--- src/rtl/hier_fanout_node.sv ---
// Command fan-out node: routes each parent command to one child slot, or broadcasts it to all slots.
// Also provides illegal-destination accounting, a command counter and a drain/flush handshake.
module hier_fanout_node #(
  parameter int NUM_CHILDREN = 5,
  parameter int DATA_W       = 16,
  parameter int IDX_W        = (NUM_CHILDREN > 1) ? $clog2(NUM_CHILDREN) : 1
) (
  input  logic                           clk,
  input  logic                           rst,
  input  logic                           in_valid,
  output logic                           in_ready,
  input  logic                           in_bcast,
  input  logic [IDX_W-1:0]               in_dest,
  input  logic [DATA_W-1:0]              in_data,
  output logic [NUM_CHILDREN-1:0]        out_valid,
  input  logic [NUM_CHILDREN-1:0]        out_ready,
  output logic [NUM_CHILDREN*DATA_W-1:0] out_data,
  input  logic                           flush_req,
  output logic                           flush_done,
  output logic                           err_pulse,
  output logic [7:0]                     err_count,
  output logic [15:0]                    cmd_count
);

  typedef enum logic [1:0] {RUN, DRAIN, DONE, HOLD} state_t;

  state_t                  state, state_next;
  logic [NUM_CHILDREN-1:0] slot_free;
  logic [NUM_CHILDREN-1:0] dest_hit;
  logic [NUM_CHILDREN-1:0] load;
  logic                    dest_legal;
  logic                    room;
  logic                    accept;
  logic                    illegal_acc;
  logic                    legal_acc;

  // A slot can take a new command when it is empty or being drained this same cycle.
  assign slot_free = ~out_valid | out_ready;

  // NOTE: every always_comb output gets a default first so no path leaves it unassigned (no latch).
  always_comb begin
    dest_hit = '0;
    for (int i = 0; i < NUM_CHILDREN; i++) begin
      dest_hit[i] = (in_dest == IDX_W'(i));
    end
  end

  assign dest_legal = |dest_hit;

  always_comb begin
    room = 1'b1;
    if (in_bcast)        room = &slot_free;
    else if (dest_legal) room = |(dest_hit & slot_free);
  end

  // Illegal destinations are always consumed, so room stays high for them.
  assign in_ready    = !rst && (state == RUN) && !flush_req && room;
  assign accept      = in_valid && in_ready;
  assign illegal_acc = accept && !in_bcast && !dest_legal;
  assign legal_acc   = accept && !illegal_acc;
  assign load        = {NUM_CHILDREN{legal_acc}} & (in_bcast ? {NUM_CHILDREN{1'b1}} : dest_hit);

  // NOTE: sequential state uses non-blocking assignments so every register samples pre-edge values.
  // NOTE: the payload registers are reset too, so out_data reads zero after reset.
  always_ff @(posedge clk or posedge rst) begin
    if (rst) begin
      out_valid <= '0;
      out_data  <= '0;
    end else begin
      for (int i = 0; i < NUM_CHILDREN; i++) begin
        if (load[i]) begin
          out_valid[i]                   <= 1'b1;
          out_data[i*DATA_W +: DATA_W]   <= in_data;
        end else if (out_ready[i]) begin
          out_valid[i]                   <= 1'b0;
        end
      end
    end
  end

  always_ff @(posedge clk or posedge rst) begin
    if (rst) begin
      err_pulse <= 1'b0;
      err_count <= '0;
      cmd_count <= '0;
    end else begin
      err_pulse <= illegal_acc;
      if (illegal_acc && (err_count != 8'hFF)) err_count <= err_count + 8'd1;
      if (legal_acc)                            cmd_count <= cmd_count + 16'd1;
    end
  end

  always_ff @(posedge clk or posedge rst) begin
    if (rst) state <= RUN;
    else     state <= state_next;
  end

  always_comb begin
    state_next = state;
    unique case (state)
      RUN:   if (flush_req)   state_next = DRAIN;
      DRAIN: if (~|out_valid) state_next = DONE;
      DONE:  state_next = flush_req ? HOLD : RUN;
      HOLD:  if (!flush_req)  state_next = RUN;
      default: state_next = RUN;
    endcase
  end

  assign flush_done = (state == DONE);

endmodule

--- config.mk ---
export PLATFORM = sky130hd
export DESIGN_NAME = hier_fanout_node
export DESIGN_NICKNAME = d
export VERILOG_FILES = /design/src/rtl/hier_fanout_node.sv
export SDC_FILE = /design/constraint.sdc
export NUM_CORES = 1
export LEC_CHECK = 0
export ABC_CLOCK_PERIOD_IN_PS = 5000
export BUFFER_PORTS_ARGS = -buffer_cell sky130_fd_sc_hd__buf_2
export CAP_MARGIN = 20
export CORE_UTILIZATION = 45
export DETAILED_ROUTE_END_ITERATION = 16
export PLACE_DENSITY = 0.77
export SETUP_SLACK_MARGIN = 0.4
export SYNTH_ARGS = -nofsm -noshare
export SYNTH_HDL_FRONTEND = slang
export SYNTH_SLANG_ARGS = --single-unit
export TNS_END_PERCENT = 50
--- constraint.sdc ---
create_clock -name clk -period 5 [get_ports clk]
set_clock_uncertainty 0.2 [all_clocks]
set_input_delay 1 -clock clk [delete_from_list [all_inputs] [get_ports clk]]
set_output_delay 1 -clock clk [all_outputs]
set_load 0.01 [all_outputs]
### Yosys cells after proc, flatten, opt, wreduce, memory -nomap -nowiden

Index checks and enable logic that the tools add are counted.

* reductions and logical operators: 25
* mux-type cells: 18
* add/subtract/negate cells: 2
* equality and inequality tests: 11
* bitwise gates (word level): 4

Operators by type and width (number)
* $add A16 B1 Y16 const B: 1
* $reduce_or A5 Y1: 3
* $mux W1: 12
* $and A5 B5 Y5: 2
* $reduce_bool A2 Y1: 5
* $add A8 B1 Y8 const B: 1
* $logic_and A1 B1 Y1: 8
* $mux W2: 4
* $ne A8 B8 Y1 const B: 1
* $pmux W2 S4: 1
* $eq A3 B2 Y1 const B: 2
* $ne A2 B2 Y1 const B: 3
* $logic_not A1 Y1: 5
* $mux W5: 1
* $not A5 Y5: 1
* $or A5 B5 Y5: 1
* $reduce_and A5 Y1: 1
* $eq A2 B2 Y1 const B: 2
* $eq A3 B1 Y1 const B: 1
* $eq A3 B3 Y1 const B: 1
* $logic_not A3 Y1: 1
* $reduce_and A3 Y1: 1
* $eq A2 B1 Y1 const B: 1
* $logic_not A2 Y1: 1

* logic and storage cells: 74
* output and inout port bits: 112
* bits in registers: 112
* bits of input ports: 29

### Logic depth before layout (Yosys ltp)

* word-level depth: 14
* gate-level depth with buffers: 7
* mapped depth without buffers: 5

### Worst setup path after synthesis

No wires, ideal clock.

* path kind: input to output
* start point: in out_ready[4]
* end point: out in_ready
* stages on the path: 6
* arrival: 2.276 ns
* data required time: 3.800 ns
* setup slack: 1.524 ns
* path through: nand2b_1 nand4_1 o21ai_0 buf_2 clkbuf_1 and3_1

* cells in the longest elaborated chain, start to end: 6
* elaborated cells on any way between the ends: 7

RTL lines
* start, declared: RTL line 16 `input logic [NUM_CHILDREN-1:0] out_ready,`
* $or A5 B5 Y5 (*): RTL line 38 `assign slot_free = ~out_valid | out_ready;`
* $and A5 B5 Y5: RTL line 53 `else if (dest_legal) room = |(dest_hit & slot_free);`
* $reduce_or A5 Y1: RTL line 53
* $mux W1: RTL line 53
* $mux W1 (*): RTL line 52 `if (in_bcast) room = &slot_free;`
* $logic_and A1 B1 Y1 (*): RTL line 57 `assign in_ready = !rst && (state == RUN) && !flush_req && room;`
* end, declared: RTL line 11 `output logic in_ready,`

Every way passes the cells marked *; elsewhere a longest branch is shown, timed or not.

### Worst setup path after layout

* start point: in in_dest[1]
* end point: out in_ready

* cells in the longest elaborated chain, start to end: 6
* elaborated cells on any way between the ends: 11

RTL lines
* start, declared: RTL line 13 `input logic [IDX_W-1:0] in_dest,`
* $eq A3 B1 Y1, or another cell as far along: RTL line 44 `dest_hit[i] = (in_dest == IDX_W'(i));`
* $and A5 B5 Y5: RTL line 53
* $reduce_or A5 Y1: RTL line 53
* $mux W1 (*): RTL line 53
* $mux W1 (*): RTL line 52
* $logic_and A1 B1 Y1 (*): RTL line 57

Marked as above.

==> flow_summary_export.csv <==
group,metric,value,unit
run_status,status,"finished, final reports clean",
logic_synthesis,syn-instance-count,320,
placed_design,hpwl,7292,um
flow_run,cap_violations,0,
timing,fin_crit,3.536,ns
setup_path,r2r_slack,1.94,ns
timing,finalHoldViolations,0,
detailed_routing,wirelength,10190,um
clock_network,clockRootBuffer,"clkbuf_8",
global_route,antenna_found_initial,0,
logic_synthesis,synth_edf_count,0,
logic_synthesis,ys_ff_latch,112,
timing,fin_crit_sh,0.7071,
timing,worstMarginPinSlew,0.8391,ns
clock_network,htree_levels,3,
placed_design,place.gp.congestion,0.7687,
cells_and_area,fin_util,0.5754,
cells_and_area,antenna_cells,0,
global_route,grt_use_total,0.1974,
die,core_area,9910,um2
setup_path,path_class,"input port to primary output",
logic_synthesis,synth_cell_types,42,
setup_path,reg2reg_depth,6,
power,pwr-share-comb,0.331,
logic_synthesis,yosysMostFrequentCell,"dfrtp_1",
logic_synthesis,yosysTopAreaCell,"dfrtp_1",
logic_synthesis,yosys_warnings,0,
die,boundaryPins,141,
logic_synthesis,async_flop_share,1.000,
logic_synthesis,yosys-top-cells-count,"dfrtp_1, mux2_2, xnor2_1",
placed_design,port_buffers,140,
power,power_density,517.0,nW/um2
cells_and_area,final_net_count,496,
clock_network,clk_latency,0.36,ns
logic_synthesis,synth_area_per_cell,14.57,um2
timing,slew_headroom,0.4404,
detailed_routing,ant_nets,0,
clock_network,ctsHoldBuffers,0,
worst_hold_path,holdPathEnd,"cmd_count[15]",
timing,max_freq,282.8,MHz
timing,drv_slew,0,
detailed_routing,vias,3137,
setup_path,arrival,2.34,ns
timing,fin_setup_tns,0,ns
clock_network,clk_path_buf_depth,2,
setup_path,critPathCaptureType,"primary output",
cells_and_area,drive_above_1_share,0.5394,
clock_network,tritoncts,"yes",
clock_network,post-cts-setup-buffers,0,
timing,rsz0062_at_grt,"no",
cells_and_area,syn_to_final_growth,22.27,%
setup_path,critPathRequiredTime,3.80,ns
power,p_leak,2.964,nW
power,swShare,0.3236,
logic_synthesis,synth.area.top_cells,"dfrtp_1, mux2_2, xnor2_1, mux2_4, nand4_1",
power,power_switching,0.9539,mW
cells_and_area,nFillCells,834,
die,die_y,103.8,um
logic_synthesis,synth_area,4663,um2
power,pwr-share-clk,0.181,
detailed_routing,wl_per_cell,16.92,um
worst_hold_path,worstHoldStart,"cmd_count[15]",
setup_path,critPathMaxFanout,10,
logic_synthesis,ys_seq_area_frac,0.6010,
cells_and_area,final_cells,602,
logic_synthesis,yosys.area.top_type_share,0.6010,
die,num_rows,36,
clock_network,ctsResizeCount,0,
detailed_routing,drc,0,
power,internal_power,1.994,mW
power,p_seq_frac,0.488,
clock_network,clk_pin_slew_worst_paths,0.09,ns
logic_synthesis,syn-num-nets,351,
die,start_util,0.4706,
global_route,grt_pass1_wl,16660,um
global_route,grt_pass1_vias,3264,
detailed_routing,drt-initial-drc-count,95,
global_route,grt_remaining_overflow,0,
setup_path,r2r_end,"out_data[8]",
setup_path,r2r_start,"out_valid[0]",
worst_hold_path,min_path_type,"flop to flop",
placed_design,dp_cells,587,
power,vdd_drop_max,0.2943,mV
timing,setup_viol,0,
global_route,grt_max_degree,57,
clock_network,cts.sinks,112,
clock_network,numCtsBuffers,9,
setup_path,critPathLaunchType,"input port",
die,die-area,10770,um2
detailed_routing,drt_first_pass_iters,4,
detailed_routing,vias_per_cell,5.211,
die,die_w,103.8,um
worst_hold_path,hold_depth,1,
logic_synthesis,synth_top_flop_cell,"dfrtp_1",
[how the worst max path moves through the flow]
stage	slack, ns	to	from	cells after the start
final	1.46	in_ready	in_dest[1]	5
after CTS	1.48	in_ready	in_dest[1]	5
after detailed placement	1.23	out_data[5]	in_dest[1]	6
after global placement	1.28	out_data[8]	in_dest[1]	6
after floorplan	0.84	cmd_count[0]	rst	1
after global routing	1.36	in_ready	out_ready[4]	6
[per-stage QoR]
stage          hold slack, ns  power (mW)  cell area [um2]  setup slack, ns
6_report               0.2772       2.948             5702            1.464
5_1_grt                0.2993       3.119             5702            1.360
4_1_cts                0.2852       2.978             5702            1.476
3_5_place_dp           0.2710       2.441             5508            1.232
3_3_place_gp           0.2596       2.392             5508            1.281
2_1_floorplan          0.3074       1.975             4663           0.8410
[power groups by stage]
stage	registers (mW)	logic [mW]	clock network, mW
floorplan	1.59	0.385	0
CTS	1.44	0.993	0.547
global route	1.48	1.05	0.585
global placement	1.43	0.965	0
detailed placement	1.45	0.991	0
finish	1.44	0.977	0.534
[layer usage]
layer	wire length [um]	vias to the layer above	global-route usage
met5	0	-	0
met3	484	13	0.05349
met1	4344	1589	0.2409
li1	-	1444	-
met4	150	0	0.07347
met2	5209	91	0.3351
[cell families after synthesis]
logic type,Yosys count,share of synthesized area
adders and majority gates,2,0.005365
xor gates and xnor gates,22,0.04132
and+or+nand+nor,77,0.1063
muxes,82,0.2053
AOI/OAI and AO/OA,12,0.02495
DFF,112,0.6010
buffers and inverters,13,0.01583
[critical path, cell delays in order]
cell and delay (ns):
buf_2 0.15, or4_1 0.54, nand4_1 0.29, and3_1 0.22, buf_2 0.13
[cell usage in the layout, fill, tap and decap left out, types with 2 or more instances in the layout]
| cell type | instances |
|---|---|
| buf_2 | 140 |
| dfrtp_1 | 112 |
| mux2_2 | 72 |
| xnor2_1 | 20 |
| nand4_1 | 15 |
| nor2_1 | 12 |
| clkbuf_8 | 10 |
| mux2_4 | 9 |
| and3_1 | 9 |
| nand2_1 | 9 |
| nand3_1 | 6 |
| nand2b_1 | 5 |
| buf_4 | 5 |
| nand4b_1 | 4 |
| a21oi_1 | 3 |
| or4_1 | 2 |
| nor3_1 | 2 |
| xor2_1 | 2 |
| a21o_1 | 2 |
| ha_1 | 2 |
| clkinv_2 | 2 |
[sequential cells by signal, indices dropped and copies added (netlist names)]
signal and cells:
cmd_count 16, err_pulse 1, err_count 8, state 2, out_valid 5, out_data 80
[layout make-up]
class | instances | area [um2] | share of cell area
well taps | 133 | 166.4 | 0.02919
repair buffers | 145 | 738.2 | 0.1295
clock inverters | 5 | 56.30 | 0.009875
flip-flops and latches | 112 | 2803 | 0.4916
clock buffers | 10 | 137.6 | 0.02414
inverters | 2 | 10.01 | 0.001756
multi-input cells | 195 | 1790 | 0.3140
Note: power is estimated with default switching activity, not from simulation.
